$ cat config.mk
export PLATFORM = sky130hd
export DESIGN_NAME = div_issue_flat
export DESIGN_NICKNAME = d
export VERILOG_FILES = /design/src/rtl/div_issue_if.sv /design/src/rtl/div_issue.sv /design/src/flat_wrapper.sv
export SDC_FILE = /design/constraint.sdc
export NUM_CORES = 1
export LEC_CHECK = 0
export ABC_AREA = 1
export BUFFER_PORTS_ARGS = -buffer_cell sky130_fd_sc_hd__buf_2
export CORE_MARGIN = 3
export CORE_UTILIZATION = 40
export CTS_CLUSTER_DIAMETER = 50
export DETAILED_ROUTE_END_ITERATION = 12
export PLACE_DENSITY = 0.72
export SLEW_MARGIN = 20
export SYNTH_ARGS = -nofsm -noshare
export SYNTH_HDL_FRONTEND = slang
export SYNTH_SLANG_ARGS = --single-unit
$ cat constraint.sdc
create_clock -name clk -period 1.6 [get_ports clk]
set_input_delay 0.32 -clock clk [delete_from_list [all_inputs] [get_ports clk]]
set_output_delay 0.32 -clock clk [all_outputs]
set_load 0.03 [all_outputs]
$ cat src/rtl/div_issue_if.sv
// Bundled handshake signals between the execute stage, the divider and the writeback port.
`ifndef RegBus
`define RegBus 31:0
`endif
`ifndef INST_DIV
`define INST_DIV  3'b100
`define INST_DIVU 3'b101
`define INST_REM  3'b110
`define INST_REMU 3'b111
`endif

interface div_issue_if;
  // execute-stage request
  logic            req_valid_i;
  logic            req_ready_o;
  logic [2:0]      req_op_i;
  logic [`RegBus]  req_rs1_i;
  logic [`RegBus]  req_rs2_i;
  logic [4:0]      req_rd_i;
  logic            flush_i;
  // divider side
  logic [`RegBus]  div_dividend_o;
  logic [`RegBus]  div_divisor_o;
  logic [2:0]      div_op_o;
  logic            div_start_o;
  logic [`RegBus]  div_result_i;
  logic            div_valid_i;
  logic            div_ready_o;
  // register-file writeback
  logic            wb_valid_o;
  logic            wb_ready_i;
  logic [4:0]      wb_rd_o;
  logic [`RegBus]  wb_data_o;
  // status
  logic            busy_o;
  logic            timeout_o;

  // View taken by div_issue itself.
  modport slave (
    input  req_valid_i, req_op_i, req_rs1_i, req_rs2_i, req_rd_i, flush_i,
    input  div_result_i, div_valid_i, wb_ready_i,
    output req_ready_o, div_dividend_o, div_divisor_o, div_op_o, div_start_o, div_ready_o,
    output wb_valid_o, wb_rd_o, wb_data_o, busy_o, timeout_o
  );

  // View taken by the surrounding pipeline / divider / register file.
  modport master (
    output req_valid_i, req_op_i, req_rs1_i, req_rs2_i, req_rd_i, flush_i,
    output div_result_i, div_valid_i, wb_ready_i,
    input  req_ready_o, div_dividend_o, div_divisor_o, div_op_o, div_start_o, div_ready_o,
    input  wb_valid_o, wb_rd_o, wb_data_o, busy_o, timeout_o
  );
endinterface

$ cat src/rtl/div_issue.sv
// Divide issue controller: accepts one divide op, drives the iterative divider, waits for the
// result with a timeout, and hands the result to the register-file writeback port.
`ifndef RegBus
`define RegBus 31:0
`endif
`ifndef INST_DIV
`define INST_DIV  3'b100
`define INST_DIVU 3'b101
`define INST_REM  3'b110
`define INST_REMU 3'b111
`endif

module div_issue #(
  parameter int unsigned TIMEOUT = 48
) (
  input logic        clk,
  input logic        rst,
  div_issue_if.slave bus
);

  localparam int unsigned CntW = $clog2(TIMEOUT + 1);

  typedef enum logic [2:0] {StIdle, StIssue, StAck, StWb, StDrain} state_e;

  state_e          state_q, state_d;
  logic [CntW-1:0] cnt_q, cnt_inc;
  logic            drain_q;
  logic [`RegBus]  dividend_q, divisor_q, result_q;
  logic [2:0]      op_q;
  logic [4:0]      rd_q;

  logic op_is_div;
  logic accept;
  logic accept_issue;
  logic timeout_hit;

  // Request decode, saturating ISSUE-cycle counter and timeout detection.
  always_comb begin
    op_is_div    = bus.req_op_i inside {`INST_DIV, `INST_DIVU, `INST_REM, `INST_REMU};
    accept       = (state_q == StIdle) && bus.req_valid_i && op_is_div && !bus.flush_i;
    // rd=0 requests are consumed without ever touching the divider.
    accept_issue = accept && (bus.req_rd_i != 5'd0);
    cnt_inc      = (cnt_q == CntW'(TIMEOUT)) ? cnt_q : cnt_q + CntW'(1);
    // cnt_inc equals the 1-based index of the current ISSUE cycle.
    timeout_hit  = (state_q == StIssue) && (cnt_inc == CntW'(TIMEOUT));
  end

  // State register.
  always_ff @(posedge clk) begin
    if (rst) begin
      state_q <= StIdle;
    end else begin
      state_q <= state_d;
    end
  end

  // Next-state logic; flush has priority over a same-cycle divider result.
  always_comb begin
    state_d = state_q;
    unique case (state_q)
      StIdle: begin
        if (accept_issue) state_d = StIssue;
      end
      StIssue: begin
        if (bus.flush_i)          state_d = StDrain;
        else if (bus.div_valid_i) state_d = StAck;
        else if (timeout_hit)     state_d = StDrain;
      end
      StAck: begin
        state_d = bus.flush_i ? StDrain : StWb;
      end
      StWb: begin
        if (bus.flush_i || bus.wb_ready_i) state_d = StIdle;
      end
      StDrain: begin
        if (drain_q) state_d = StIdle;
      end
      default: state_d = StIdle;
    endcase
  end

  // Operand/result capture, cycle counter and two-cycle drain timer.
  always_ff @(posedge clk) begin
    if (rst) begin
      dividend_q <= '0;
      divisor_q  <= '0;
      op_q       <= '0;
      rd_q       <= '0;
      result_q   <= '0;
      cnt_q      <= '0;
      drain_q    <= 1'b0;
    end else begin
      if (accept_issue) begin
        dividend_q <= bus.req_rs1_i;
        divisor_q  <= bus.req_rs2_i;
        op_q       <= bus.req_op_i;
        rd_q       <= bus.req_rd_i;
        cnt_q      <= '0;
      end else if (state_q == StIssue) begin
        cnt_q <= cnt_inc;
      end
      if ((state_q == StIssue) && bus.div_valid_i && !bus.flush_i) begin
        result_q <= bus.div_result_i;
      end
      drain_q <= (state_q == StDrain) && !drain_q;
    end
  end

  // Outputs; while rst is high everything shows reset values, even mid-operation.
  always_comb begin
    bus.req_ready_o    = 1'b0;
    bus.div_dividend_o = '0;
    bus.div_divisor_o  = '0;
    bus.div_op_o       = '0;
    bus.div_start_o    = 1'b0;
    bus.div_ready_o    = 1'b0;
    bus.wb_valid_o     = 1'b0;
    bus.wb_rd_o        = '0;
    bus.wb_data_o      = '0;
    bus.busy_o         = 1'b0;
    bus.timeout_o      = 1'b0;
    if (rst) begin
      bus.req_ready_o = 1'b1;
    end else begin
      unique case (state_q)
        StIdle: begin
          bus.req_ready_o = op_is_div && !bus.flush_i;
        end
        StIssue: begin
          bus.busy_o         = 1'b1;
          bus.div_start_o    = 1'b1;
          bus.div_dividend_o = dividend_q;
          bus.div_divisor_o  = divisor_q;
          bus.div_op_o       = op_q;
          // Only pulse when the request is really abandoned.
          bus.timeout_o      = timeout_hit && !bus.flush_i && !bus.div_valid_i;
        end
        StAck: begin
          bus.busy_o         = 1'b1;
          bus.div_start_o    = 1'b1;
          bus.div_ready_o    = 1'b1;
          bus.div_dividend_o = dividend_q;
          bus.div_divisor_o  = divisor_q;
          bus.div_op_o       = op_q;
        end
        StWb: begin
          bus.busy_o     = 1'b1;
          bus.wb_valid_o = 1'b1;
          bus.wb_rd_o    = rd_q;
          bus.wb_data_o  = result_q;
        end
        StDrain: begin
          bus.busy_o      = 1'b1;
          bus.div_ready_o = 1'b1;
        end
        default: ;
      endcase
    end
  end

endmodule

$ cat src/flat_wrapper.sv
// flat-port wrapper written by rule: the top's interface ports become plain ports
module div_issue_flat 
#(
  parameter int unsigned TIMEOUT = 48
)
  (clk, rst, bus_req_valid_i, bus_req_op_i, bus_req_rs1_i, bus_req_rs2_i, bus_req_rd_i, bus_flush_i, bus_div_result_i, bus_div_valid_i, bus_wb_ready_i, bus_req_ready_o, bus_div_dividend_o, bus_div_divisor_o, bus_div_op_o, bus_div_start_o, bus_div_ready_o, bus_wb_valid_o, bus_wb_rd_o, bus_wb_data_o, bus_busy_o, bus_timeout_o);
  div_issue_if bus_i ();
  input logic clk;
  input logic rst;
  input wire logic [$bits(bus_i.req_valid_i)-1:0] bus_req_valid_i;
  input wire logic [$bits(bus_i.req_op_i)-1:0] bus_req_op_i;
  input wire logic [$bits(bus_i.req_rs1_i)-1:0] bus_req_rs1_i;
  input wire logic [$bits(bus_i.req_rs2_i)-1:0] bus_req_rs2_i;
  input wire logic [$bits(bus_i.req_rd_i)-1:0] bus_req_rd_i;
  input wire logic [$bits(bus_i.flush_i)-1:0] bus_flush_i;
  input wire logic [$bits(bus_i.div_result_i)-1:0] bus_div_result_i;
  input wire logic [$bits(bus_i.div_valid_i)-1:0] bus_div_valid_i;
  input wire logic [$bits(bus_i.wb_ready_i)-1:0] bus_wb_ready_i;
  output wire logic [$bits(bus_i.req_ready_o)-1:0] bus_req_ready_o;
  output wire logic [$bits(bus_i.div_dividend_o)-1:0] bus_div_dividend_o;
  output wire logic [$bits(bus_i.div_divisor_o)-1:0] bus_div_divisor_o;
  output wire logic [$bits(bus_i.div_op_o)-1:0] bus_div_op_o;
  output wire logic [$bits(bus_i.div_start_o)-1:0] bus_div_start_o;
  output wire logic [$bits(bus_i.div_ready_o)-1:0] bus_div_ready_o;
  output wire logic [$bits(bus_i.wb_valid_o)-1:0] bus_wb_valid_o;
  output wire logic [$bits(bus_i.wb_rd_o)-1:0] bus_wb_rd_o;
  output wire logic [$bits(bus_i.wb_data_o)-1:0] bus_wb_data_o;
  output wire logic [$bits(bus_i.busy_o)-1:0] bus_busy_o;
  output wire logic [$bits(bus_i.timeout_o)-1:0] bus_timeout_o;
  assign bus_i.req_valid_i = bus_req_valid_i;
  assign bus_i.req_op_i = bus_req_op_i;
  assign bus_i.req_rs1_i = bus_req_rs1_i;
  assign bus_i.req_rs2_i = bus_req_rs2_i;
  assign bus_i.req_rd_i = bus_req_rd_i;
  assign bus_i.flush_i = bus_flush_i;
  assign bus_i.div_result_i = bus_div_result_i;
  assign bus_i.div_valid_i = bus_div_valid_i;
  assign bus_i.wb_ready_i = bus_wb_ready_i;
  assign bus_req_ready_o = bus_i.req_ready_o;
  assign bus_div_dividend_o = bus_i.div_dividend_o;
  assign bus_div_divisor_o = bus_i.div_divisor_o;
  assign bus_div_op_o = bus_i.div_op_o;
  assign bus_div_start_o = bus_i.div_start_o;
  assign bus_div_ready_o = bus_i.div_ready_o;
  assign bus_wb_valid_o = bus_i.wb_valid_o;
  assign bus_wb_rd_o = bus_i.wb_rd_o;
  assign bus_wb_data_o = bus_i.wb_data_o;
  assign bus_busy_o = bus_i.busy_o;
  assign bus_timeout_o = bus_i.timeout_o;
  div_issue #(.TIMEOUT(TIMEOUT)) u_core (.clk(clk), .rst(rst), .bus(bus_i));
endmodule
# Yosys cells after proc, flatten, opt, wreduce, memory -nomap -nowiden
# Cells that the tools add are included.
# op_classes
addsub	1
n_eq_ne	14
muxes	31
n_reduce_logical	23
# ops
op	count
32-bit two-way mux	6
3-bit two-way mux	9
3-bit == test, second input constant	5
3-bit one-hot mux with 5 select lines	1
6-bit == test, second input constant	2
1-bit two-way mux	12
1-bit logical AND	11
5-bit two-way mux	2
6-bit by 1-bit adder with 6-bit output, second input constant	1
3-bit by 2-bit == test with 1-bit output, second input constant	2
6-bit two-way mux	1
2-bit by 1-bit inequality test with 1-bit output, second input constant	3
2-bit OR reduction	3
5-bit nonzero test	1
4-bit by 3-bit inequality test with 1-bit output, second input constant	1
4-bit AND reduction	1
4-bit nonzero test	1
4-bit OR reduction	1
3-bit by 1-bit == test with 1-bit output, second input constant	1
1-bit zero test	3
3-bit zero test	1
1-bit logical OR	1
# totals
regBits	114
inputBits	110
output_inout_bits	110
wordCells	77

# Logic depth before layout (Yosys ltp)
# logic_depth
depth_word	8
depth_mapped	12
ltp_nobuf	12

# Least setup slack after synthesis
# Ideal clock, no wire load.
# synth_timing
path_type	register to output
from	register u_core.cnt_q[2]
to	output port bus_timeout_o
t_arrival_ns	1.896
t_required_ns	1.280
path_slack_ns	-0.616
path_stages_with_launch	8
n_path_buf	1
cell_sequence	dfxtp_1 clkbuf_1 nand3_1 o21bai_1 nand2_1 nor2_1 nand2_1 nor4_1
# synth_via
elab_chain_cells	8
elab_cells_between_ends	9
cone_classes	add/sub (1); eq/ne (2); mux (3); reduce/logical (3)
# synth_lines
element	line	source
from (decl)	div_issue.sv:26	logic [CntW-1:0] cnt_q, cnt_inc;
from (signal assigned)	div_issue.sv:100	cnt_q <= cnt_inc;
6-bit by 1-bit adder with 6-bit output or 6-bit == test (tied branches)	div_issue.sv:43	cnt_inc = (cnt_q == CntW'(TIMEOUT)) ? cnt_q : cnt_q + CntW'(1);
6-bit two-way mux (*)	div_issue.sv:43	
6-bit == test (*)	div_issue.sv:45	timeout_hit = (state_q == StIssue) && (cnt_inc == CntW'(TIMEOUT));
1-bit logical AND (*)	div_issue.sv:45	
1-bit logical AND (*) (2 in series)	div_issue.sv:136	bus.timeout_o = timeout_hit && !bus.flush_i && !bus.div_valid_i;
1-bit two-way mux (*)	div_issue.sv:125	unique case (state_q)
1-bit two-way mux (*)	div_issue.sv:122	if (rst) begin
to (decl)	flat_wrapper.sv:29	output wire logic [$bits(bus_i.timeout_o)-1:0] bus_timeout_o;
# Mark *: on every way between the ends. The rest lies on a longest branch, timed or not.

# Worst setup path after layout
# layout_timing
from	register u_core.state_q[1]
to	output port bus_div_dividend_o[22]
# layout_via
elab_chain_cells	4
elab_cells_between_ends	5
cone_classes	eq/ne (2); mux (2); reduce/logical (1)
# layout_lines
element	line	source
from (decl)	div_issue.sv:25	state_e state_q, state_d;
from (signal assigned)	div_issue.sv:51	state_q <= StIdle;
from (signal assigned)	div_issue.sv:53	state_q <= state_d;
3-bit by 2-bit == test with 1-bit output or 3-bit by 1-bit == test with 1-bit output (tied branches)	div_issue.sv:125	
2-bit OR reduction (no line) (*)	--	
32-bit two-way mux (*)	div_issue.sv:125	
32-bit two-way mux (*)	div_issue.sv:122	
to (decl)	flat_wrapper.sv:20	output wire logic [$bits(bus_i.div_dividend_o)-1:0] bus_div_dividend_o;
# Marked as above.

==> results.md <==
### STA
- **worst-case hold slack** 0.132 ns
- **final-report hold violation count** 0
- **ratio of final minimum period to clock period** 149%
- **Max Clock Freq** 421 MHz
- **count of final setup violators** 222
- **setup repair after global routing missed its margin** true
- **setup TNS after final layout** -91.17 ns
- **tightest slew margin relative to the limit** 59.8%
- **setup slack after layout** -0.778 ns
- **Tightest Pin Transition** 0.603 ns
- **minimum period implied by the final worst setup slack** 2.38 ns
- **Slew Limit Fails** 0
- **worst setup skew after layout** 0.00764 ns

### Detailed routing
- **count of TritonRoute iterations in the first routing pass** 5
- **per-cell routed wire length** 21.7 um
- **DRC errors left** 0
- **via count** 7111
- **Final Routed Wirelength** 27.5 mm
- **routed vias/inst** 5.62
- **residual antenna-violating net count after detailed routing** 0
- **first-iteration detailed-routing DRC count** 532

### Clock network
- **Clk Latency, worst-skew pair** 0.42 ns
- **number of buffers created by CTS** 17
- **# clock sinks** 114
- **Post-CTS Hold Fix Bufs** 0
- **number of H-tree levels** 4
- **Bufs on Longest Clock Path** 2
- **TritonCTS clock tree** done
- **CTS root buffer** sky130_fd_sc_hd__clkbuf_16
- **clock edge transition at the registers on the reported setup and hold paths** 0.05 ns

### Synthesis
- **number of register bits inferred by synthesis** 114
- **synthesized netlist net count** 908
- **number of distinct library cells after synthesis** 24
- **post-synth top area share** 44.3%
- **largest cells by area after synthesis** sky130_fd_sc_hd__dfxtp_1 44%, sky130_fd_sc_hd__nor2_1 24%, sky130_fd_sc_hd__o21ai_0 11%, sky130_fd_sc_hd__nand2_1 9.5%, sky130_fd_sc_hd__clkbuf_1 2.3%
- **YS warnings** 0
- **post-synthesis cell type with the largest combined area** sky130_fd_sc_hd__dfxtp_1
- **cell count after synthesis** 796
- **sequential element share of the synthesized area** 44.3%
- **area of the mapped netlist** 5150 um2
- **Avg Synthesized Cell Area** 6.47 um2

### Final layout
- **multi-input gate area in the final layout** 4780 um2
- **post-synthesis to final-layout area growth** 120%
- **fraction of layout cells with a size suffix above 1** 66.9%
- **area occupied by registers** 2300 um2
- **nets@finish** 1196
- **most frequent cells in the layout** 175 x sky130_fd_sc_hd__nor2_4, 126 x sky130_fd_sc_hd__buf_6, 109 x sky130_fd_sc_hd__nor2_1
- **leading cell type in the layout, fill and taps excluded** sky130_fd_sc_hd__nor2_4
- **layout filler cell count** 441
- **post-layout utilization of the core** 92.2%
- **post-route insts no fill** 1266
- **cell area after layout** 11300 um2

### Floorplan
- **horizontal die dimension** 119 um
- **number of ports placed on the die boundary** 220
- **vertical extent of the die** 119 um
- **number of cell rows** 40
- **area of the placeable core** 12300 um2
- **full die area** 14300 um2
- **effective utilization at floorplan** 41.8%

### Flow run
- **Max-Cap Viols** 0

### Global route
- **residual overflow from global routing** 0
- **via count of the first global-routing pass** 6020
- **initial antenna violation count** 1
- **maximum number of pins on one net before global-route repair** 48
- **global router's overall resource usage** 25.6%
- **first-pass GRT wire length** 29.6 mm

### Power
- **total design power** 13.1 mW
- **power density over the cells** 1150 nW/um2
- **Peak VDD IR** 0.972 mV
- **total leakage power** 5.31 nW

### Place
- **Inst Count DP** 1169
- **Worst Setup Slack post-DPL** -0.170 ns
- **gp weighted congestion** 0.845
- **cell area reported after detailed placement** 7580 um2
- **placed wire-length estimate after detailed placement** 11.1 mm
- **number of port buffers** 219

### Setup path
- **capturing element type of the critical path** primary output
- **arrival time of the worst setup path** 2.06 ns
- **required time reported for the critical path endpoint** 1.28 ns
- **Crit Path Max Fanout** 6
- **CP Launch Type** flip-flop
- **Setup CP Type** reg2out

### Run status
- **violations in the final reports** setup timing
- **result of the run** finished, violations left

### Min path
- **worst min-delay path class** in2reg

final cells by class:
cell class / instances / share of cell area [%]
antenna: 1 / 0.0221
clock buffer: 28 / 4.64
clock inverter: 4 / 0.397
inverter: 26 / 1.35
multi-input combinational: 602 / 42.1
sequential: 114 / 20.2
tap: 168 / 1.85
timing repair buffer: 323 / 29.4
synth_stat cells:
cell	count
sky130_fd_sc_hd__nor2_1	325
sky130_fd_sc_hd__nand2_1	130
sky130_fd_sc_hd__dfxtp_1	114
sky130_fd_sc_hd__o21ai_0	109
sky130_fd_sc_hd__clkbuf_1	31
sky130_fd_sc_hd__inv_1	23
sky130_fd_sc_hd__buf_2	15
sky130_fd_sc_hd__a21oi_1	11
sky130_fd_sc_hd__nand3_1	7
sky130_fd_sc_hd__buf_4	5
sky130_fd_sc_hd__buf_6	4
sky130_fd_sc_hd__nor3_1	4
sky130_fd_sc_hd__inv_2	3
sky130_fd_sc_hd__nand4_1	3
sky130_fd_sc_hd__ha_1	2
sky130_fd_sc_hd__nor3_4	2
sky130_fd_sc_hd__a211oi_1	1
sky130_fd_sc_hd__clkbuf_2	1
sky130_fd_sc_hd__nand3_2	1
sky130_fd_sc_hd__nor4_1	1
sky130_fd_sc_hd__o21bai_1	1
sky130_fd_sc_hd__o31ai_1	1
sky130_fd_sc_hd__or2_2	1
sky130_fd_sc_hd__xor2_1	1
cells by family after synthesis:
logic type               synth area share, %
AND/OR/NAND/NOR                         35.6
AO/OA/AOI/OAI                           12.1
adder cells (fa/ha/maj)                0.486
flip-flops                              44.3
buffers and inverters                   7.31
XOR/XNOR                               0.170
worst max-delay path: stages (launching register included):
cell and delay [ns]:
sky130_fd_sc_hd__dfxtp_4 0.36, sky130_fd_sc_hd__nor3_4 0.30, sky130_fd_sc_hd__clkinv_4 0.19, sky130_fd_sc_hd__nand2_8 0.15, sky130_fd_sc_hd__buf_4 0.14, sky130_fd_sc_hd__clkbuf_16 0.15, sky130_fd_sc_hd__nand2_2 0.06, sky130_fd_sc_hd__nor2_4 0.11
sky130_fd_sc_hd__buf_6 0.14
metal layers:
layer | track usage [%] | up-vias | part of all wire (%)
met3 | 7.96 | 129 | 7.9
met1 | 29.9 | 3422 | 34
li1 | - | 3097 | -
met2 | 44.0 | 463 | 52
met5 | 0 | - | 0
met4 | 9.52 | 0 | 5.6
state kept, by name (all words and copies together), names as in the netlist:
register / cells
u_core.op_q: 3
u_core.drain_q: 1
u_core.cnt_q: 6
u_core.state_q: 3
u_core.result_q: 32
u_core.dividend_q: 32
u_core.rd_q: 5
u_core.divisor_q: 32
where the power goes:
part	total [mW]	switching (mW)	leakage, nW	internal, mW
Combinational	5.63	3.02	4.09	2.61
Clock	3.70	1.32	0.284	2.37
Sequential	3.74	0.495	0.931	3.25
timing repair:
item | CTS | global route
buffers inserted | 6 | 38
resized for setup | 255 | 451
endpoints found under the setup margin | 182 | 221
cloned | 4 | 23
pin swaps | 15 | 102
worst paths after layout:
kind	start	endpoint	slack, ns	cells after the start
worst max register to register	u_core.state_q[1]	u_core.divisor_q[20]	-0.39	11
worst min register to register	u_core.rd_q[3]	u_core.rd_q[3]	0.48	2
worst min-delay path	bus_div_result_i[24]	u_core.result_q[24]	0.13	3
worst max-delay path	u_core.state_q[1]	bus_div_dividend_o[22]	-0.78	8
No activity file was read; power rests on OpenSTA's default activity.
